## src/rtl/regcep_ctrl.sv

```systemverilog
// Arbitrates a cepstral-coefficient register file between the MFCC writer and the matcher reader,
// tracking how many complete frames are stored and flagging out-of-range reads.
module regcep_ctrl #(
  parameter int NCOEF  = 26,
  parameter int NFRAME = 256,
  parameter int WBURST = 4
) (
  input  logic        clk,
  input  logic        reset,
  input  logic        clear,
  input  logic        wr_req,
  input  logic [15:0] wr_data,
  output logic        wr_ack,
  input  logic        rd_req,
  input  logic [7:0]  rd_frame,
  input  logic [4:0]  rd_coef,
  output logic        rd_ack,
  output logic        rd_valid,
  output logic [15:0] rd_data,
  output logic        rd_err,
  output logic [12:0] cep_addr,
  output logic [15:0] cep_wdata,
  output logic        cep_wren,
  input  logic [15:0] cep_rdata,
  output logic [8:0]  frame_count,
  output logic        frame_done,
  output logic        full
);

  localparam int SW = $clog2(WBURST + 1);
  localparam logic [4:0]    LAST_COEF  = 5'(NCOEF - 1);
  localparam logic [4:0]    NCOEF_5    = 5'(NCOEF);
  localparam logic [8:0]    LAST_FRAME = 9'(NFRAME - 1);
  localparam logic [SW-1:0] BURST_MAX  = SW'(WBURST);

  typedef enum logic [1:0] {IDLE, WRITE, READ, FULL} state_t;

  state_t        state_q, state_d;
  logic [4:0]    coef_idx;
  logic [7:0]    frame_idx;
  logic [SW-1:0] wr_streak;
  logic          wr_elig, rd_elig, wr_grant, rd_grant, rd_oor;
  logic          last_coef;
  logic [12:0]   wr_addr, rd_addr;

  assign full      = (state_q == FULL);
  assign wr_ack    = wr_grant;
  assign rd_ack    = rd_grant;
  assign last_coef = (coef_idx == LAST_COEF);

  // Grant selection, register-file drive and next state; the writer yields once its streak hits WBURST
  always_comb begin
    wr_elig   = 1'b0;
    rd_elig   = 1'b0;
    wr_grant  = 1'b0;
    rd_grant  = 1'b0;
    cep_addr  = '0;
    cep_wdata = '0;
    cep_wren  = 1'b0;
    state_d   = state_q;
    wr_addr   = 13'(frame_idx) * 13'(NCOEF) + 13'(coef_idx);
    rd_addr   = 13'(rd_frame) * 13'(NCOEF) + 13'(rd_coef);
    rd_oor    = (rd_coef >= NCOEF_5) || ({1'b0, rd_frame} >= frame_count);

    if (!reset && !clear) begin
      wr_elig  = wr_req && !full;
      rd_elig  = rd_req;
      wr_grant = wr_elig && !(rd_elig && wr_streak >= BURST_MAX);
      rd_grant = rd_elig && !wr_grant;
    end

    if (wr_grant) begin
      cep_addr  = wr_addr;
      cep_wdata = wr_data;
      cep_wren  = 1'b1;
    end else if (rd_grant) begin
      cep_addr = rd_oor ? 13'd0 : rd_addr;
    end

    if (clear)
      state_d = IDLE;
    else if (state_q == FULL)
      state_d = FULL;
    else if (wr_grant && last_coef && frame_count == LAST_FRAME)
      state_d = FULL;
    else if (wr_grant)
      state_d = WRITE;
    else if (rd_grant)
      state_d = READ;
    else
      state_d = IDLE;
  end

  always_ff @(posedge clk or posedge reset) begin
    if (reset) begin
      state_q     <= IDLE;
      coef_idx    <= '0;
      frame_idx   <= '0;
      frame_count <= '0;
      wr_streak   <= '0;
      frame_done  <= 1'b0;
      rd_valid    <= 1'b0;
      rd_err      <= 1'b0;
      rd_data     <= '0;
    end else begin
      state_q    <= state_d;
      frame_done <= 1'b0;
      rd_valid   <= rd_grant;
      rd_err     <= rd_grant && rd_oor;
      if (rd_grant)
        rd_data <= rd_oor ? 16'd0 : cep_rdata;

      if (clear) begin
        coef_idx    <= '0;
        frame_idx   <= '0;
        frame_count <= '0;
        wr_streak   <= '0;
      end else begin
        if (wr_grant) begin
          if (last_coef) begin
            coef_idx    <= '0;
            frame_idx   <= frame_idx + 8'd1;
            frame_count <= frame_count + 9'd1;
            frame_done  <= 1'b1;
          end else begin
            coef_idx <= coef_idx + 5'd1;
          end
        end
        // Streak only counts writer wins while the reader is actually waiting
        if (rd_grant || !rd_req)
          wr_streak <= '0;
        else if (wr_grant)
          wr_streak <= wr_streak + SW'(1);
      end
    end
  end

endmodule

```

## config.mk

```make
export PLATFORM = sky130hd
export DESIGN_NAME = regcep_ctrl
export DESIGN_NICKNAME = d
export VERILOG_FILES = /design/src/rtl/regcep_ctrl.sv
export SDC_FILE = /design/constraint.sdc
export NUM_CORES = 1
export LEC_CHECK = 0
export CAP_MARGIN = 25
export CORE_ASPECT_RATIO = 1.5
export CORE_MARGIN = 2
export CORE_UTILIZATION = 50
export CTS_CLUSTER_DIAMETER = 100
export CTS_CLUSTER_SIZE = 8
export DETAILED_ROUTE_END_ITERATION = 8
export GPL_ROUTABILITY_DRIVEN = 0
export GPL_TIMING_DRIVEN = 0
export PLACE_DENSITY = 0.8
export SYNTH_ARGS = -nofsm -noshare
export SYNTH_HDL_FRONTEND = slang
export SYNTH_SLANG_ARGS = --single-unit
```

## constraint.sdc

```tcl
create_clock -name clk -period 4.6 [get_ports clk]
set_clock_uncertainty 0.2 [all_clocks]
set_input_delay 0.69 -clock clk [delete_from_list [all_inputs] [get_ports clk]]
set_output_delay 0.69 -clock clk [all_outputs]
set_load 0.005 [all_outputs]
```

-- Yosys cells after proc, flatten, opt, wreduce, memory -nomap -nowiden
Index checks and enable logic that the tools add are counted.
- add/subtract/negate cells: 6
- $mul: 2
- divide/modulo/power cells: 0
- order comparisons: 3
- equality and inequality tests: 3
- shift operators: 0
- mux-type cells: 28
- bitwise operators: 0
- reduce and logical (&&, ||, !) cells: 20
- operator list (kind ; number):
    $mux W13 ; 3
    $mux W16 ; 2
    $mux W9 ; 3
    $add A13 B5 Y13 ; 2
    $mul A8 B4 Y12 const B ; 2
    $mux W8 ; 3
    $mux W5 ; 3
    $mux W2 ; 5
    $add A9 B1 Y9 const B ; 1
    $eq A9 B8 Y1 const B ; 1
    $ge A8 B9 Y1 ; 1
    $mux W3 ; 3
    $add A8 B1 Y8 const B ; 1
    $logic_and A1 B1 Y1 ; 8
    $logic_not A1 Y1 ; 6
    $mux W1 ; 6
    $add A5 B1 Y5 const B ; 1
    $eq A5 B5 Y1 const B ; 1
    $ge A5 B5 Y1 const B ; 1
    $reduce_bool A2 Y1 ; 2
    $add A3 B1 Y3 const B ; 1
    $ge A3 B3 Y1 const B ; 1
    $reduce_bool A3 Y1 ; 1
    $eq A2 B2 Y1 const B ; 1
    other kinds (2) ; 3
- bits in registers: 46
- bits in latches: 0
- RAM bits: 0
- bits in read-only memories: 0
- input bits: 50
- output and inout bits: 61
- logic and storage cells: 71
- memories kept: 0

-- Longest topological paths before layout
- word-level depth: 12
- depth in mapped cells: 12
- gate-level depth less buffers: 12

-- Worst setup path after synthesis
Ideal clock, no wire load.
- path kind: input to output
- start point: in rd_frame[1]
- end point: out cep_addr[11]
- arrival time: 3195 ps
- required time: 3710 ps
- slack: 515 ps
- stages: 11
- buffers on the path: 0
- path through: ha_1 fa_1 inv_1 fa_1 nand2b_1 a21oi_1 xor2_1 nand2_1 nor4b_2 xnor2_1 o22ai_1
- word-level cells in the longest chain between the ends: 5
- elaborated cells on any way between the ends: 7
- classes of those cells: add/sub (1); mul (1); order compare (1); mux (3); reduce/logical (1)
- ends and longest elaborated chain (item ; RTL line ; source):
    start, declared ; 15 ; input logic [7:0] rd_frame,
    $mul A8 B4 Y12 / $ge A8 B9 Y1 (equally long branches) ; 62, 63 ;
    $add A13 B5 Y13 / $logic_or A1 B1 Y1 (equally long branches) ; 62, 63 ;
    $mux W13 (*) ; 77 ; cep_addr = rd_oor ? 13'd0 : rd_addr;
    $mux W13 (*) ; 76 ; end else if (rd_grant) begin
    $mux W13 (*) ; 72 ; if (wr_grant) begin
    end, declared ; 21 ; output logic [12:0] cep_addr,
Every way passes the cells marked *; elsewhere a longest branch is shown, timed or not.

-- Worst setup path after layout
- start point: in rd_frame[2]
- end point: out cep_addr[11]
The elaborated chain is that of the path after synthesis.

==> out/qor.csv <==
stage;metric;value;unit
outcome;status;complete, no violations;
worst_setup_path;worst_path_dominant_cell_family;adder cells;
pwr;switching_share;28.7;%
cts;clockBufferDepth;2;
drt;drtAntennaViolNets;0;
global_route;grt_pass1_wl;18.0;mm
drt;wire_per_inst;15.6;um
min_path;min_path_type;reg -> reg;
placed_design;io_buffers;110;
yosys;netlist_area;4230;sq um
worst_setup_path;end_kind;output pin;
worst_setup_path;start_kind;input port;
sta;hold_viol;0;
cells_and_area;fillers;620;
cells_and_area;drive_above_1_share;12.9;%
cts;clock_sinks;46;
pwr;pwr-share-clk;32.3;%
global_route;antenna_found_initial;0;
yosys;synth_top_cell_by_area;dfrtp_1;
sta;setup-tns-final;0;ns
drt;drc_errors;0;
sta;slew_headroom;65.6;%
sta;finalWorstSetupSlack;0.0427;ns
drt;drt_wl_total;11.2;mm
global_route;overflow;0;
cells_and_area;fin_util;71.9;%
sta;rsz0062_at_grt;yes;
yosys;synth_flop_cell;dfrtp_1;
pwr;p_leak;2.67;nW
sta;drv_slew;0;
cts;h-tree-depth;2;
yosys;yosysWarningCount;0;
cts;clkTransAtPathRegs;0.06;ns
sta;clock.fmax;219;MHz
drt;vias;3869;
placed_design;dp_cells;694;
yosys;synthCells;476;
pwr;seq_power_share;29.8;%
worst_setup_path;cp_cell_sequence;buf_8, ha_4, fa_1, inv_2, fa_2, nand2b_4, a21oi_1, o21ai_1, o2bb2ai_4, nor4b_4, xnor2_1, o22ai_1, dlygate4sd2_1;
worst_setup_path;critPathBufInv;3;
floorplanning;die-width;79.1;um
yosys;synth_edf_count;0;
worst_setup_path;required;3.71;ns
cells_and_area;antenna_cells;0;
cts;clk-insertion-delay-late;0.29;ns
yosys;synth-seq-cells;46;
floorplanning;core-area;8310;sq um
floorplanning;die_h;117;um
sta;setup_violations;0;
global_route;grt_max_degree;32;
drt;via_per_inst;5.39;
floorplanning;die-area;9230;sq um
worst_setup_path;path_max_fanout;3;
drt;initialDrtViolationCount;139;
global_route;first_global_vias;4080;
yosys;syn_avg_cell_area;8.89;sq um
cts;tritoncts;yes;
yosys;synthArstFlopShare;100;%
placed_design;hpwl;8.51;mm
yosys;ys_types;58;
pwr;switchingPower;0.419;mW
job;max-cap-violations;0;
pwr;comb_power_share;37.9;%
pwr;power_density;245;nW/um^2
worst_setup_path;worst_ep_arrival_time;3.67;ns
yosys;syn_nets;599;
cells_and_area;nets;733;
worst_setup_path;critical_path_class;in -> out;
yosys;synthTopCellsByArea;dfrtp_1 (27%), ha_1 (18%), xnor2_1 (5.8%);
yosys;synthMostInstantiatedCell;ha_1;
yosys;ys_seq_area_share;27.2;%
pwr;vdd_ir_drop_max;0.325;mV
worst_setup_path;slowest_stage;fa_1;
floorplanning;rows;41;
placed_design;dpl_worst_slack;-0.887;ns
cells_and_area;areaGrowthSynthToFinish;41.3;%
drt;firstDrtPassIters;7;
sta;fin_crit_sh;99.1;%
global_route;grt_use_total;24.4;%
sta;tightest_slew;0.511;ns
cells_and_area;layout.cells.non_filler;718;
pwr;internal_power;1.04;mW
sta;fin_crit;4.56;ns
pwr;p_total;1.46;mW
worst_setup_path;cp_slowest_stage_delay;0.54;ns
floorplanning;io_pins;111;
cts;numCtsBuffers;5;
floorplanning;start_util;50.9;%
yosys;synth_common_cells;ha_1 (61), nand2_1 (51), dfrtp_1 (46), inv_1 (45), nor2_1 (38);
yosys;yosysTopAreaCellShare;27.2;%
cts;cts_root_buf;clkbuf_16;
-- registers in the layout, summed over array words and instances, names as in the netlist --
| signal | count |
|---|---|
| rd_valid | 1 |
| frame_count | 9 |
| wr_streak | 3 |
| frame_done | 1 |
| rd_data | 16 |
| coef_idx | 5 |
| rd_err | 1 |
| state_q | 2 |
| frame_idx | 8 |
-- power by group through the flow --
stage	clock (mW)	sequential, mW	combinational (mW)
after floorplan	0	0.443	0.247
after global placement	0	0.442	0.388
after detailed placement	0	0.443	0.402
after CTS	0.479	0.437	0.485
after global routing	0.496	0.439	0.594
final	0.472	0.436	0.554
-- cells by family after synthesis --
kind of cell,share of synthesized area (%)
xor+xnor,9.26
simple gates,18.8
buf+inv,5.50
compound gates,15.1
fa+ha+maj,23.7
mux,0.473
flops,27.2
-- through the flow --
step	hold WS (ns)	cell area, sq um
finish	0.277	5980
global route	0.322	5980
CTS	0.283	5880
detailed placement	0.269	5490
global placement	0.260	5470
floorplan	0.273	4230
-- cell type report --
type / count / area, sq um / share of cell area, %
Sequential cell: 46 / 1150 / 19.3
Inverter: 46 / 173 / 2.89
Multi-Input combinational cell: 370 / 3040 / 50.9
Clock inverter: 2 / 60.1 / 1.00
Tap cell: 107 / 134 / 2.24
Buffer: 14 / 60.1 / 1.00
Timing Repair Buffer: 127 / 1220 / 20.4
Clock buffer: 6 / 139 / 2.32
-- worst min-delay path: cells and delay by family, from the launching register on --
kind	cells	cell delay, ns
compound gates	1	0.06
flops	1	0.34
simple gates	1	0.05
-- final timing paths --
kind,slack [ns],depth (start not counted),startpoint,endpoint
worst max-delay path,0.04,13,rd_frame[2],cep_addr[11]
worst min register to register,0.28,2,rd_data[1],rd_data[1]
worst max register to register,1.83,8,frame_count[0],rd_data[5]
max in group asynchronous,3.15,3,reset,frame_idx[6]
worst min-delay path,0.28,2,rd_data[1],rd_data[1]
min in group asynchronous,0.57,2,reset,rd_data[2]
-- cells in the final DEF (no fill, tap or decap), drive strengths merged, types with 9 or more instances in the layout --
master,count
xnor2,28
fa,12
o22ai,11
inv,45
o21ai,30
and2,17
nand4,9
clkdlybuf4s50,98
xor2,15
clkbuf,18
buf,26
nor2,38
dfrtp,46
nand3,11
a21oi,19
ha,61
nand2,52
-- per-layer routing --
metal  share of wire, %  vias up  GRT usage (%)  wire length (um)
met4                1.9        0           9.43               213
met3                5.5       20           5.56               617
met2                 56      115           47.9              6300
met5                  0        -              0                 0
li1                   -     1892              -                 -
met1                 36     1842           24.6              4080
-- repair_timing --
| item | 4_1_cts | 5_1_grt |
|---|---|---|
| buffers inserted | 12 | 4 |
| hold endpoints to repair | 0 | 0 |
| hold buffers | 0 | 0 |
| resized for setup | 39 | 32 |
| pin swaps | 15 | 13 |
| endpoints found under the setup margin | 7 | 5 |
No activity file was read; power rests on OpenSTA's default activity.
